==> src/rtl/se_pack.sv <==
// Two-stage narrowing pipeline: packs a signed 64-bit value into a WIDTH-bit signed field,
// either wrapping or saturating, and counts delivered overflows.
module se_pack #(
  parameter int unsigned WIDTH = 9
) (
  input  logic             clk,
  input  logic             reset,
  input  logic             in_valid,
  output logic             in_ready,
  input  logic [63:0]      in_data,
  input  logic             in_sat,
  output logic             out_valid,
  input  logic             out_ready,
  output logic [WIDTH-1:0] out_data,
  output logic             out_ovf,
  output logic [15:0]      ovf_cnt,
  input  logic             cnt_clr
);

  localparam int unsigned HiW = 65 - WIDTH;

  logic             s1_valid_q;
  logic [WIDTH-1:0] s1_low_q;
  logic             s1_sign_q;
  logic             s1_sat_q;
  logic             s1_fit_q;

  logic             out_valid_q;
  logic [WIDTH-1:0] out_data_q;
  logic             out_ovf_q;
  logic [15:0]      ovf_cnt_q;
  logic [15:0]      ovf_cnt_d;

  logic             advance;
  logic [HiW-1:0]   in_hi;
  logic             in_fit;
  logic [WIDTH-1:0] s2_data_d;
  logic             hs_ovf;

  // The value fits when every bit from the field's sign bit upward is a copy of the sign.
  assign in_hi  = in_data[63:WIDTH-1];
  assign in_fit = (&in_hi) | ~(|in_hi);

  assign advance  = ~out_valid_q | out_ready;
  // While reset is held the pipeline is being flushed, so upstream is never back-pressured.
  assign in_ready = advance | ~reset;

  always_comb begin
    s2_data_d = s1_low_q;
    if (!s1_fit_q && s1_sat_q) begin
      s2_data_d = s1_sign_q ? {1'b1, {(WIDTH-1){1'b0}}} : {1'b0, {(WIDTH-1){1'b1}}};
    end
  end

  assign hs_ovf = out_valid_q & out_ready & out_ovf_q;

  always_comb begin
    ovf_cnt_d = ovf_cnt_q;
    if (cnt_clr) begin
      ovf_cnt_d = {15'd0, hs_ovf};
    end else if (hs_ovf && (ovf_cnt_q != 16'hFFFF)) begin
      ovf_cnt_d = ovf_cnt_q + 16'd1;
    end
  end

  always_ff @(posedge clk) begin
    if (!reset) begin
      s1_valid_q  <= 1'b0;
      s1_low_q    <= '0;
      s1_sign_q   <= 1'b0;
      s1_sat_q    <= 1'b0;
      s1_fit_q    <= 1'b0;
      out_valid_q <= 1'b0;
      out_data_q  <= '0;
      out_ovf_q   <= 1'b0;
      ovf_cnt_q   <= 16'd0;
    end else begin
      if (advance) begin
        s1_valid_q <= in_valid;
        if (in_valid) begin
          s1_low_q  <= in_data[WIDTH-1:0];
          s1_sign_q <= in_data[63];
          s1_sat_q  <= in_sat;
          s1_fit_q  <= in_fit;
        end
        out_valid_q <= s1_valid_q;
        if (s1_valid_q) begin
          out_data_q <= s2_data_d;
          out_ovf_q  <= ~s1_fit_q;
        end
      end
      ovf_cnt_q <= ovf_cnt_d;
    end
  end

  assign out_valid = out_valid_q;
  assign out_data  = out_data_q;
  assign out_ovf   = out_ovf_q;
  assign ovf_cnt   = ovf_cnt_q;

endmodule

==> config.mk <==
export PLATFORM = sky130hd
export DESIGN_NAME = se_pack
export DESIGN_NICKNAME = d
export VERILOG_FILES = /design/src/rtl/se_pack.sv
export SDC_FILE = /design/constraint.sdc
export NUM_CORES = 1
export LEC_CHECK = 0
export CORE_MARGIN = 2
export CORE_UTILIZATION = 55
export CTS_BUF_LIST = sky130_fd_sc_hd__clkbuf_8
export CTS_CLUSTER_DIAMETER = 40
export DETAILED_ROUTE_END_ITERATION = 10
export DONT_BUFFER_PORTS = 1
export HOLD_SLACK_MARGIN = 0.08
export PLACE_DENSITY = 0.7
export SKIP_CTS_REPAIR_TIMING = 1
export SYNTH_ARGS = -nofsm -noshare
export SYNTH_HDL_FRONTEND = slang
export SYNTH_SLANG_ARGS = --single-unit
==> constraint.sdc <==
create_clock -name clk -period 4.44 [get_ports clk]
set_clock_uncertainty 0.1 [all_clocks]
set_input_delay 0.888 -clock clk [delete_from_list [all_inputs] [get_ports clk]]
set_output_delay 0.888 -clock clk [all_outputs]
set_load 0.03 [all_outputs]
==> impl_metrics.csv, run 1 <==
group,metric,value,unit
outcome,status,"finished clean",
timing,final.period_utilization,0.535,
clock_network,number_of_buffers_on_the_longest_clock_path,2,
detailed_routing,detail-route-antenna-nets,0,
detailed_routing,dr.first_iter.drc_count,227,
grt,grt_max_degree,29,
final_layout,final-seq-area,801,um2
detailed_routing,vias_per_cell,6.68,
grt,grt_overflow,0,
logic_synthesis,synthesis.yosys.warnings,0,
final_layout,leading_cell_types_in_the_layout_fill_and_taps_excluded,"42 x nand2_1, 40 x dfxtp_1, 23 x nand4_1, 18 x nor4_1, 17 x a21oi_1",
setup_path,critical_path_required_time,3450,ps
timing,final.setup.tns,0,ps
final_layout,layout_commonest_cell,"nand2_1",
final_layout,multi_input_comb_area,1170,um2
logic_synthesis,yosys_most_used_dff,"dfxtp_1",
grt,globalRouteMet2Util,0.402,
timing,rsz_0062_raised_after_global_routing,"no",
floorplanning,core.rowCount,22,
final_layout,n_fill_cell,360,
setup_path,timing.critical_path.fanout_max,5,
final_layout,antenna_cells_inserted,0,
pwr,leakage,0.720,nW
worst_hold_path,classification_of_the_worst_slack_hold_path,"reg2reg",
setup_path,timing.critical_path.to_type,"output pin",
logic_synthesis,synth.net_count,323,
grt,grt_antenna_before_repair,0,
final_layout,layout-area-overhead-vs-synth,5.01,%
timing,finalHoldWorstSlack,369,ps
grt,grt.total_usage,0.243,
grt,grtUsageMet1,0.305,
floorplanning,ios,98,
setup_path,ff2ff_path_depth,5,
logic_synthesis,synth_cells,252,
final_layout,num-nets-final,317,
worst_hold_path,hold_path_depth,2,
clock_network,clock_sinks,40,
setup_path,timing_worst_setup_path_type,"reg2out",
setup_path,start_kind,"flop",
logic_synthesis,syn_avg_cell_area,8.13,um2
logic_synthesis,synth_async_sr_flop_share,0,
place,gp_routability_congestion,0.768,
clock_network,htreeDepth,2,
grt,use_met3,0.0712,
worst_hold_path,worst_hold_path.endpoint,"s1_low_q[6]",
logic_synthesis,sequential_fraction_of_the_synthesis_area,0.391,
logic_synthesis,synth-seq-cells,40,
clock_network,worst_skew_pair.late_latency,290,ps
clock_network,cts.clk_slew.worst_paths,80,ps
final_layout,postLayoutCoreUtil,0.592,
detailed_routing,detail_route.first_pass.iterations,4,
flow_run,drv.max_cap_violation_count,0,
final_layout,largest_reg_flops,16,
logic_synthesis,synth_cell_area,2050,um2
pwr,power_density,344,nW/um2
final_layout,drive_above_1_share,0.0526,
timing,timing.fmax,421,MHz
floorplanning,initial_utilization,0.564,
setup_path,crit-reg2reg-capture,"ovf_cnt[10]",
floorplanning,dieWidth,65.0,um
worst_hold_path,hold_path.startpoint,"s1_low_q[6]",
clock_network,tritoncts.num_buffers,5,
setup_path,rrSetupSlack,2130,ps
logic_synthesis,ys_types,42,
place,io_buffer_count,0,
timing,period_minus_slack,2370,ps
detailed_routing,detail_route.wirelength,4950,um
detailed_routing,remaining_drc_errors,0,
floorplanning,fp.coreArea,3630,um2
place,place_hpwl,3580,um
setup_path,cp.arrival,1390,ps
grt,grt_pass1_vias,1822,
setup_path,reg2reg_from,"ovf_cnt[0]",
grt,first_pass_grt_wire_length,8150,um
timing,hold_viol,0,
clock_network,cts_tree,"yes",
detailed_routing,route.vias.total,1972,
grt,globalRoute.busiestLayer,"met2",
clock_network,cts_root_cell,"clkbuf_8",
floorplanning,die-area,4230,um2
timing,worstMarginPinSlew,724,ps
timing,slew_headroom,0.516,
timing,setup-violations-final,0,
logic_synthesis,synth_enable_flop_cells,0,
timing,drv_slew,0,
detailed_routing,wl_per_cell,16.8,um
floorplanning,chipHeight,65.0,um
pwr,peakVddDrop,225,uV
-- per-stage QoR --
step                      cell area (um2)  setup slack, ps  total power [mW]  std cells
after global routing                 2150             1960             0.770        295
after floorplan                      2050             1850             0.439        252
after detailed placement             2040             2140             0.446        287
after CTS                            2150             2050             0.748        295
after global placement               2040             2180             0.445        287
final                                2150             2070             0.741        295
-- synth_stat cells, types with 2 or more instances --
master	count	share of area
and4_1	3	0.013
nand3_1	4	0.0098
buf_6	2	0.011
o311ai_0	2	0.0085
o21ai_0	16	0.039
nor2b_1	4	0.012
dfxtp_1	40	0.39
o211a_1	2	0.0098
a211oi_1	3	0.011
nand2_1	42	0.077
clkbuf_1	9	0.016
and2_1	4	0.012
a2111o_1	4	0.022
mux2i_1	2	0.0098
a31oi_1	3	0.0092
a21boi_0	12	0.044
o31ai_1	3	0.011
nor2_1	12	0.022
a21oi_1	17	0.042
a311oi_1	2	0.0085
and3_1	3	0.0092
nand4_1	23	0.070
or4_1	3	0.011
nor4_1	18	0.055
nand2b_1	2	0.0061
-- where the power goes --
| part | switching [mW] | internal, mW | total [mW] |
|---|---|---|---|
| clock | 0.135 | 0.169 | 0.304 |
| combinational | 0.0237 | 0.0162 | 0.0400 |
| sequential | 0.0241 | 0.373 | 0.397 |
| total | 0.182 | 0.558 | 0.741 |
-- layout make-up --
type	count	area share
multi-input combinational	198	0.544
sequential	40	0.372
clock buffer	5	0.0320
tap	48	0.0279
clock inverter	3	0.0221
inverter	1	0.00174
-- metal layers --
metal,vias to the layer above,share of wire,routed length [um]
li1,966,-,-
met1,931,0.45,2220
met2,73,0.49,2410
met3,2,0.061,302
met4,0,0.0051,25
met5,-,0,0
-- worst max-delay path, stage by stage (launching register included) --
cell,delay (ps)
dfxtp_1,570
nor2b_1,280
nand2_1,240
-- cells by family after synthesis --
family | Yosys count | share of synthesized area
adders and majority gates | 1 | 0.00610
AOI/OAI and AO/OA | 69 | 0.225
muxes | 2 | 0.00977
buffers and inverters | 14 | 0.0378
and+or+nand+nor | 126 | 0.330
DFF | 40 | 0.391
-- worst max-delay path by stage --
| stage | start | endpoint | slack, ps | cells after the start |
|---|---|---|---|---|
| CTS | out_valid | in_ready | 2050 | 2 |
| detailed placement | out_ready | in_ready | 2140 | 2 |
| global placement | out_ready | in_ready | 2180 | 2 |
| floorplan | reset | in_ready | 1850 | 3 |
| global route | ovf_cnt[0] | ovf_cnt[12] | 1960 | 5 |
| finish | out_valid | in_ready | 2070 | 2 |
No activity file was read; power rests on OpenSTA's default activity.
==> run 2: changes to the inputs <==
Clock period 4.44 ns to 2.25 ns, I/O delays scaled along.
==> impl_metrics.csv, run 2 (synthesized netlist as in run 1, its figures left out) <==
group,metric,value,unit
place,placed_cells_incl_taps,309,
timing,final.period_utilization,0.885,
clock_network,cts_root_cell,"clkbuf_8",
grt,grt.total_usage,0.242,
grt,grt_pass1_vias,1866,
detailed_routing,remaining_drc_errors,0,
clock_network,clock_sinks,40,
clock_network,cts_tree,"yes",
clock_network,cts.clk_slew.worst_paths,80,ps
place,place_hpwl,3730,um
grt,grt_overflow,0,
clock_network,htreeDepth,2,
timing,hold_viol,0,
setup_path,timing.critical_path.to_type,"flop",
timing,slew_headroom,0.636,
timing,drv_slew,0,
timing,rsz_0062_raised_after_global_routing,"no",
final_layout,antenna_cells_inserted,0,
pwr,power.share.switching,0.234,
place,io_buffer_count,0,
outcome,status,"finished clean",
final_layout,drive_above_1_share,0.130,
grt,first_pass_grt_wire_length,8130,um
final_layout,largest_reg_flops,16,
setup_path,start_kind,"flop",
setup_path,timing_worst_setup_path_type,"reg2reg",
pwr,share_seq_of_total_power,0.524,
detailed_routing,detail-route-antenna-nets,0,
detailed_routing,route.vias.total,2031,
timing,period_minus_slack,1990,ps
final_layout,leading_cell_types_in_the_layout_fill_and_taps_excluded,"42 x nand2_1, 40 x dfxtp_1, 23 x nand4_1, 22 x buf_4, 18 x nor4_1",
detailed_routing,wl_per_cell,15.3,um
detailed_routing,detail_route.wirelength,4850,um
clock_network,tritoncts.num_buffers,5,
pwr,peakVddDrop,444,uV
setup_path,cp.arrival,2110,ps
grt,grt_max_degree,29,
final_layout,num-nets-final,339,
floorplanning,ios,98,
setup_path,critical_path_required_time,2370,ps
final_layout,layout_commonest_cell,"nand2_1",
floorplanning,die-area,4230,um2
grt,grt_antenna_before_repair,0,
floorplanning,chipHeight,65.0,um
timing,setup-violations-final,0,
setup_path,worst_path_max_delay_cell,"or3_1",
pwr,leakage,0.841,nW
place,detailedPlace.worstSlack,305,ps
pwr,power_density,638,nW/um2
timing,post-route-worst-setup-slack,259,ps
detailed_routing,dr.first_iter.drc_count,118,
place,gp_routability_congestion,0.833,
pwr,power.combinational.fraction,0.060,
setup_path,critical_path.max_stage_delay,420,ps
flow_run,drv.max_cap_violation_count,0,
floorplanning,fp.coreArea,3630,um2
worst_hold_path,classification_of_the_worst_slack_hold_path,"in2reg",
setup_path,timing.critical_path.fanout_max,6,
floorplanning,core.rowCount,22,
setup_path,crit_family,"simple AND/OR/NAND/NOR gates",
clock_network,worst_skew_pair.late_latency,290,ps
final_layout,layout.cell_area.non_filler,2320,um2
final_layout,final_cells,317,
detailed_routing,vias_per_cell,6.41,
setup_path,timing.critical_path.cells,"ha_1, nand4_1, or3_1, or4_1, a21oi_1",
pwr,p_int,1.13,mW
detailed_routing,detail_route.first_pass.iterations,4,
timing,timing.fmax,502,MHz
final_layout,layout-area-overhead-vs-synth,13.3,%
timing,finalHoldWorstSlack,182,ps
place,post_dp_cell_area,2200,um2
floorplanning,initial_utilization,0.564,
clock_network,number_of_buffers_on_the_longest_clock_path,2,
floorplanning,dieWidth,65.0,um
setup_path,path_buf_inv,0,
pwr,power.net_switching,347,uW
pwr,share_clk_of_total_power,0.416,
timing,worstMarginPinSlew,543,ps
timing,final.setup.tns,0,ps
[run 2: worst paths after layout]
| check | slack, ps | startpoint | end | cells past startpoint |
|---|---|---|---|---|
| worst min register to register | 360 | s1_low_q[1] | s1_low_q[1] | 2 |
| worst max-delay path | 260 | ovf_cnt[0] | ovf_cnt[10] | 5 |
| worst min-delay path | 180 | reset | out_valid | 1 |
| worst max register to register | 260 | ovf_cnt[0] | ovf_cnt[10] | 5 |
[run 2: power by group through the flow]
| stage | sequential, mW | combinational (mW) | clock (mW) |
|---|---|---|---|
| after floorplan | 0.794 | 0.0736 | 0 |
| after global placement | 0.793 | 0.0889 | 0 |
| after detailed placement | 0.793 | 0.0904 | 0 |
| after CTS | 0.777 | 0.0906 | 0.630 |
| after global routing | 0.780 | 0.103 | 0.661 |
| final | 0.776 | 0.0894 | 0.616 |
[run 2: area by class of cell]
class	instances	area (um2)
repair buffers	22	165
well taps	48	60.1
clock inverters	2	38.8
flip-flops and latches	40	801
inverters	1	3.75
clock buffers	6	82.6
multi-input cells	198	1170
fillers	366	1310
[run 2: stage by stage]
| step | power [mW] | utilization |
|---|---|---|
| floorplan | 0.867 | - |
| global placement | 0.882 | 0.606 |
| detailed placement | 0.884 | 0.606 |
| CTS | 1.50 | 0.639 |
| global route | 1.54 | 0.639 |
| finish | 1.48 | 0.639 |
[run 2: per-layer routing]
| metal | up-vias | global-route usage | wire, um |
|---|---|---|---|
| met5 | - | 0 | 0 |
| met4 | 0 | 0.0911 | 61 |
| met3 | 10 | 0.0729 | 330 |
| met2 | 78 | 0.399 | 2360 |
| met1 | 939 | 0.297 | 2100 |
| li1 | 1004 | - | - |
